--- config.mk ---
export PLATFORM = sky130hd
export DESIGN_NAME = bcd_conv_sched
export DESIGN_NICKNAME = d
export VERILOG_FILES = /design/src/rtl/bcd_conv_sched.sv
export SDC_FILE = /design/constraint.sdc
export NUM_CORES = 1
export LEC_CHECK = 0
export ABC_AREA = 1
export CAP_MARGIN = 0
export CORE_MARGIN = 3
export CORE_UTILIZATION = 35
export CTS_BUF_LIST = sky130_fd_sc_hd__clkbuf_4 sky130_fd_sc_hd__clkbuf_8 sky130_fd_sc_hd__clkbuf_16
export DETAILED_ROUTE_END_ITERATION = 12
export DONT_BUFFER_PORTS = 1
export GPL_ROUTABILITY_DRIVEN = 0
export SLEW_MARGIN = 20
export SYNTH_ARGS = -nofsm -noshare
export SYNTH_HDL_FRONTEND = slang
export SYNTH_SLANG_ARGS = --single-unit
export TNS_END_PERCENT = 50
--- constraint.sdc ---
create_clock -name clk -period 4.8 [get_ports clk]
set_input_delay 0.24 -clock clk [delete_from_list [all_inputs] [get_ports clk]]
set_output_delay 0.24 -clock clk [all_outputs]
set_load 0.05 [all_outputs]
--- src/rtl/bcd_conv_sched.sv ---
// Binary-to-BCD converter built around one shared iterative divider.
// Each pass divides the working value by 10; the remainder becomes the next digit.
module bcd_conv_sched #(
    parameter int WIDTH   = 32,
    parameter int DIGITS  = 10,
    parameter int TIMEOUT = 64
) (
    input  logic                         clk,
    input  logic                         rst,
    input  logic                         req_valid,
    input  logic [WIDTH-1:0]             req_value,
    output logic                         req_ready,
    output logic                         div_start,
    output logic [WIDTH-1:0]             div_a,
    output logic [WIDTH-1:0]             div_b,
    input  logic                         div_busy,
    input  logic                         div_done,
    input  logic                         div_valid,
    input  logic [WIDTH-1:0]             div_val,
    input  logic [WIDTH-1:0]             div_rem,
    output logic [4*DIGITS-1:0]          bcd_o,
    output logic [$clog2(DIGITS+1)-1:0]  ndigits_o,
    output logic                         res_valid,
    output logic                         res_err,
    output logic                         busy
);
    localparam int NW = $clog2(DIGITS+1);
    localparam int TW = $clog2(TIMEOUT+1);

    typedef enum logic [1:0] {IDLE, ISSUE, WAIT, PUBLISH} state_t;

    state_t              r_state, w_state_nxt;
    logic [WIDTH-1:0]    r_work;
    logic [4*DIGITS-1:0] r_digits, w_digits_wr;
    logic [NW-1:0]       r_idx, w_ndig_nxt;
    logic                r_err, w_err_nxt;
    logic [TW-1:0]       r_timer, w_timer_inc;
    logic [4*DIGITS-1:0] r_bcd;
    logic [NW-1:0]       r_ndig;
    logic                r_res_valid, r_res_err;
    logic                w_got_digit, w_unused;

    assign w_timer_inc = r_timer + 1'b1;
    assign w_got_digit = (r_state == WAIT) && div_done && div_valid;
    // Remainder never exceeds 9, so only the low nibble carries information.
    assign w_unused    = ^div_rem[WIDTH-1:4];

    always_comb begin
        w_digits_wr = r_digits;
        for (int i = 0; i < DIGITS; i++) begin
            if (r_idx == NW'(i)) w_digits_wr[4*i +: 4] = div_rem[3:0];
        end
    end

    always_comb begin
        w_state_nxt = r_state;
        w_err_nxt   = r_err;
        w_ndig_nxt  = r_idx;
        unique case (r_state)
            IDLE:    if (req_valid) w_state_nxt = ISSUE;
            ISSUE:   if (!div_busy) w_state_nxt = WAIT;
            WAIT: begin
                if (div_done) begin
                    w_state_nxt = PUBLISH;
                    if (!div_valid) begin
                        w_err_nxt = 1'b1;
                    end else if (div_val == '0) begin
                        w_ndig_nxt = r_idx + 1'b1;
                    end else if (r_idx == NW'(DIGITS-1)) begin
                        w_err_nxt  = 1'b1;
                        w_ndig_nxt = NW'(DIGITS);
                    end else begin
                        w_state_nxt = ISSUE;
                    end
                end else if (w_timer_inc == TW'(TIMEOUT-1)) begin
                    w_state_nxt = PUBLISH;
                    w_err_nxt   = 1'b1;
                end
            end
            PUBLISH: w_state_nxt = IDLE;
            default: w_state_nxt = IDLE;
        endcase
    end

    always_ff @(posedge clk or posedge rst) begin
        if (rst) begin
            r_state     <= IDLE;
            r_work      <= '0;
            r_digits    <= '0;
            r_idx       <= '0;
            r_err       <= 1'b0;
            r_timer     <= '0;
            r_bcd       <= '0;
            r_ndig      <= '0;
            r_res_valid <= 1'b0;
            r_res_err   <= 1'b0;
        end else begin
            r_state     <= w_state_nxt;
            r_res_valid <= (w_state_nxt == PUBLISH);
            if (r_state == IDLE && req_valid) begin
                r_work   <= req_value;
                r_digits <= '0;
                r_idx    <= '0;
                r_err    <= 1'b0;
            end
            if (r_state == ISSUE && !div_busy) r_timer <= '0;
            if (r_state == WAIT) begin
                r_timer <= w_timer_inc;
                r_err   <= w_err_nxt;
                if (w_got_digit) begin
                    r_digits <= w_digits_wr;
                    r_work   <= div_val;
                    if (w_state_nxt == ISSUE) r_idx <= r_idx + 1'b1;
                end
                // Result registers load on the way into PUBLISH so they are valid with res_valid.
                if (w_state_nxt == PUBLISH) begin
                    r_bcd     <= w_got_digit ? w_digits_wr : r_digits;
                    r_ndig    <= w_ndig_nxt;
                    r_res_err <= w_err_nxt;
                end
            end
        end
    end

    assign req_ready = (r_state == IDLE);
    assign busy      = (r_state != IDLE);
    assign div_start = (r_state == ISSUE) && !div_busy;
    assign div_a     = r_work;
    assign div_b     = WIDTH'(10);
    assign bcd_o     = r_bcd;
    assign ndigits_o = r_ndig;
    assign res_valid = r_res_valid;
    assign res_err   = r_res_err;

endmodule

==> out/qor.csv <==
metric,value,unit
f_max,316.1,MHz
Final Non-Filler Cells,1188,
number of synthesized flops with an enable pin,0,
"FF+latch count, synth",132,
Mean Syn Cell Area,7.654,µm²
Design Power,4778,µW
Synth Flop Type,dfrtp_1,
max-slew violations,0,
number of distinct library cells after synthesis,29,
RSZ-0062 raised after global routing,false,
first-pass GRT wire length,28.52,mm
"Reg clk slew, reported paths",60,ps
Post-Layout Inst Area,7899,µm²
grt total ovfl,0,
Overall Global Routing Usage,0.1644,
worst-path cell chain,nor2_1 > nand2_1 > clkinv_1 > buf_4 > o21ai_0 > o22ai_1 > dlygate4sd3_1,
CTS tree,yes,
worst path bufs/invs,3,
asr flop ratio synth,1.000,
DRT Pass-1 Iters,4,
Max-Cap Viols,0,
outcome,"complete, no violations",
Final WS setup,1637,ps
proportion of layout cells with a drive suffix above 1,0.05280,
"area leader, netlist",dfrtp_1,
drc violations,0,
WL final,17.48,mm
# nets final,1023,
Placeable Area,18960,µm²
initial core utilization,0.3622,
Crit Path Category,flip-flop to flip-flop,
top post-synthesis cells by count,"204 x nand2_1, 140 x o21ai_0, 132 x dfrtp_1",
IO Pins,215,
largest cells by area after synthesis,"dfrtp_1 48%, nand2_1 11%, o21ai_0 10%",
ant diodes,0,
final hold vios,0,
post-synthesis cell area,6865,µm²
number of buffers added on ports,0,
crit-path leading delay family,buffers and inverters,
pwr/cell area,604.9,nW/µm²
Hold Crit Class,input pin to flip-flop,
H-tree levels,4,
warning count from the yosys run,0,
Yosys top cell area share,0.4811,
TritonCTS Buffers,17,
dpl cells,1115,
DR vias,5674,
clk buf depth,2,
minimum clock period,3163,ps
routed wire length per instance,14.71,µm
filler cell count,1947,
DP Area,6900,µm²
crit-path max FO,51,
Rel. slew slack,0.2971,
Max IR drop VDD,0.3351,mV
die area,21330,µm²
Rows,50,
Critical Path Source Type,flip-flop,
Cells after Synth,897,
DP Worst Slack,1963,ps
Root Buffer,clkbuf_16,
Critical Path End Type,flip-flop,
Vias per Instance,4.776,
worst stage delay on the critical path,810,ps
Clock Skew,7.432,ps
Setup TNS,0,ps
register area share after synthesis,0.4811,
DR iter-0 viols,287,
P&R area growth vs syn,15.05,%
most common cell in the netlist,nand2_1,
largest net degree at the start of global routing,88,
HPWL after DPL,11.13,mm
die width,146.1,µm
CTS Sinks,132,
vias in the first global route,5575,
period utilisation layout,0.6590,
Die Ht,146.1,µm
latest clock arrival within the worst-skew pair,420,ps
Crit-path slowest cell,nor2_1,
worst path required time,5150,ps
worst slew pin tran,1050,ps
Leak,0.003816,µW
antenna violations before repair,0,
Worst Path Arrival,3520,ps
remaining antenna violation count after routing,0,
Post-CTS Resized,0,
setup violators final,0,
where the power goes:
| part | switching (µW) | internal [µW] | leakage (µW) |
|---|---|---|---|
| sequential | 1180 | 1400 | 0.00173 |
| combinational | 627 | 274 | 0.00180 |
| clock | 502 | 798 | 0.000292 |
per-layer routing:
layer  wire length [µm]  vias to the layer above  share of wire  GRT usage
met5                  0                        -              0          0
met4                265                        0          0.015    0.04468
met3               1346                       19          0.077    0.06145
met2               8204                      169           0.47     0.2687
met1               7664                     2658           0.44     0.2059
li1                   -                     2828              -          -
final cells by class:
cell class	instances	area, µm²	area share
repair buffers	47	455.4	0.05766
well taps	260	325.3	0.04118
flip-flops and latches	132	3303	0.4182
inverters	105	399.1	0.05053
clock buffers	21	461.7	0.05845
clock inverters	11	126.4	0.01600
multi-input cells	612	2828	0.3580
state kept, by name (all words and copies together) (netlist names):
signal / flops
bcd_o: 40
r_err: 1
r_timer: 7
div_a: 32
r_digits: 40
res_err: 1
res_valid: 1
ndigits_o: 4
r_idx: 4
r_state: 2
what timing repair did:
| action | in CTS | in global routing |
|---|---|---|
| hold endpoints to repair | 118 | 0 |
| buffers inserted | 0 | 0 |
| hold buffers | 41 | 0 |
logic make-up (layout without fill, tap and decap cells):
kind of cell | Yosys count | in the layout | share of synthesized area
adders and majority gates | 6 | 6 | 0.01093
other | 2 | 32 | 0.001094
AOI/OAI and AO/OA | 212 | 212 | 0.1691
xor gates and xnor gates | 2 | 2 | 0.002552
buffers and inverters | 183 | 184 | 0.1241
and+or+nand+nor | 360 | 360 | 0.2110
DFF | 132 | 132 | 0.4811
cells in the final DEF, fill, tap and decap left out, types with 12 or more instances in the layout:
cell type,n
nand2_1,204
clkbuf_16,17
inv_1,99
nand3_1,18
a21oi_1,12
o211ai_1,12
dfrtp_1,132
o21ai_0,140
dlygate4sd3_1,41
and2_1,12
nor2_1,115
conb_1,32
o22ai_1,20
worst paths after layout:
kind	from	end	slack (ps)	cells after the start
max	r_state[0]$_DFF_PP0_	div_a[21]$_DFF_PP0_	1640	7
max reg2reg	r_state[0]$_DFF_PP0_	div_a[21]$_DFF_PP0_	1640	7
min reg2reg	r_err$_DFFE_PP0P_	r_err$_DFFE_PP0P_	550	2
max in group asynchronous	rst	r_digits[17]$_DFF_PP0_	3200	3
min	req_value[16]	div_a[16]$_DFF_PP0_	10	2
min in group asynchronous	rst	div_a[2]$_DFF_PP0_	470	2
metrics by stage:
stage	hold WS [ps]	utilization
after global routing	1.324	0.4167
final	14.63	0.4167
after CTS	0.3652	0.4167
after detailed placement	322.1	0.3640
after global placement	320.8	0.3640
after floorplan	361.0	-
Power figures use the tool's default switching activity.
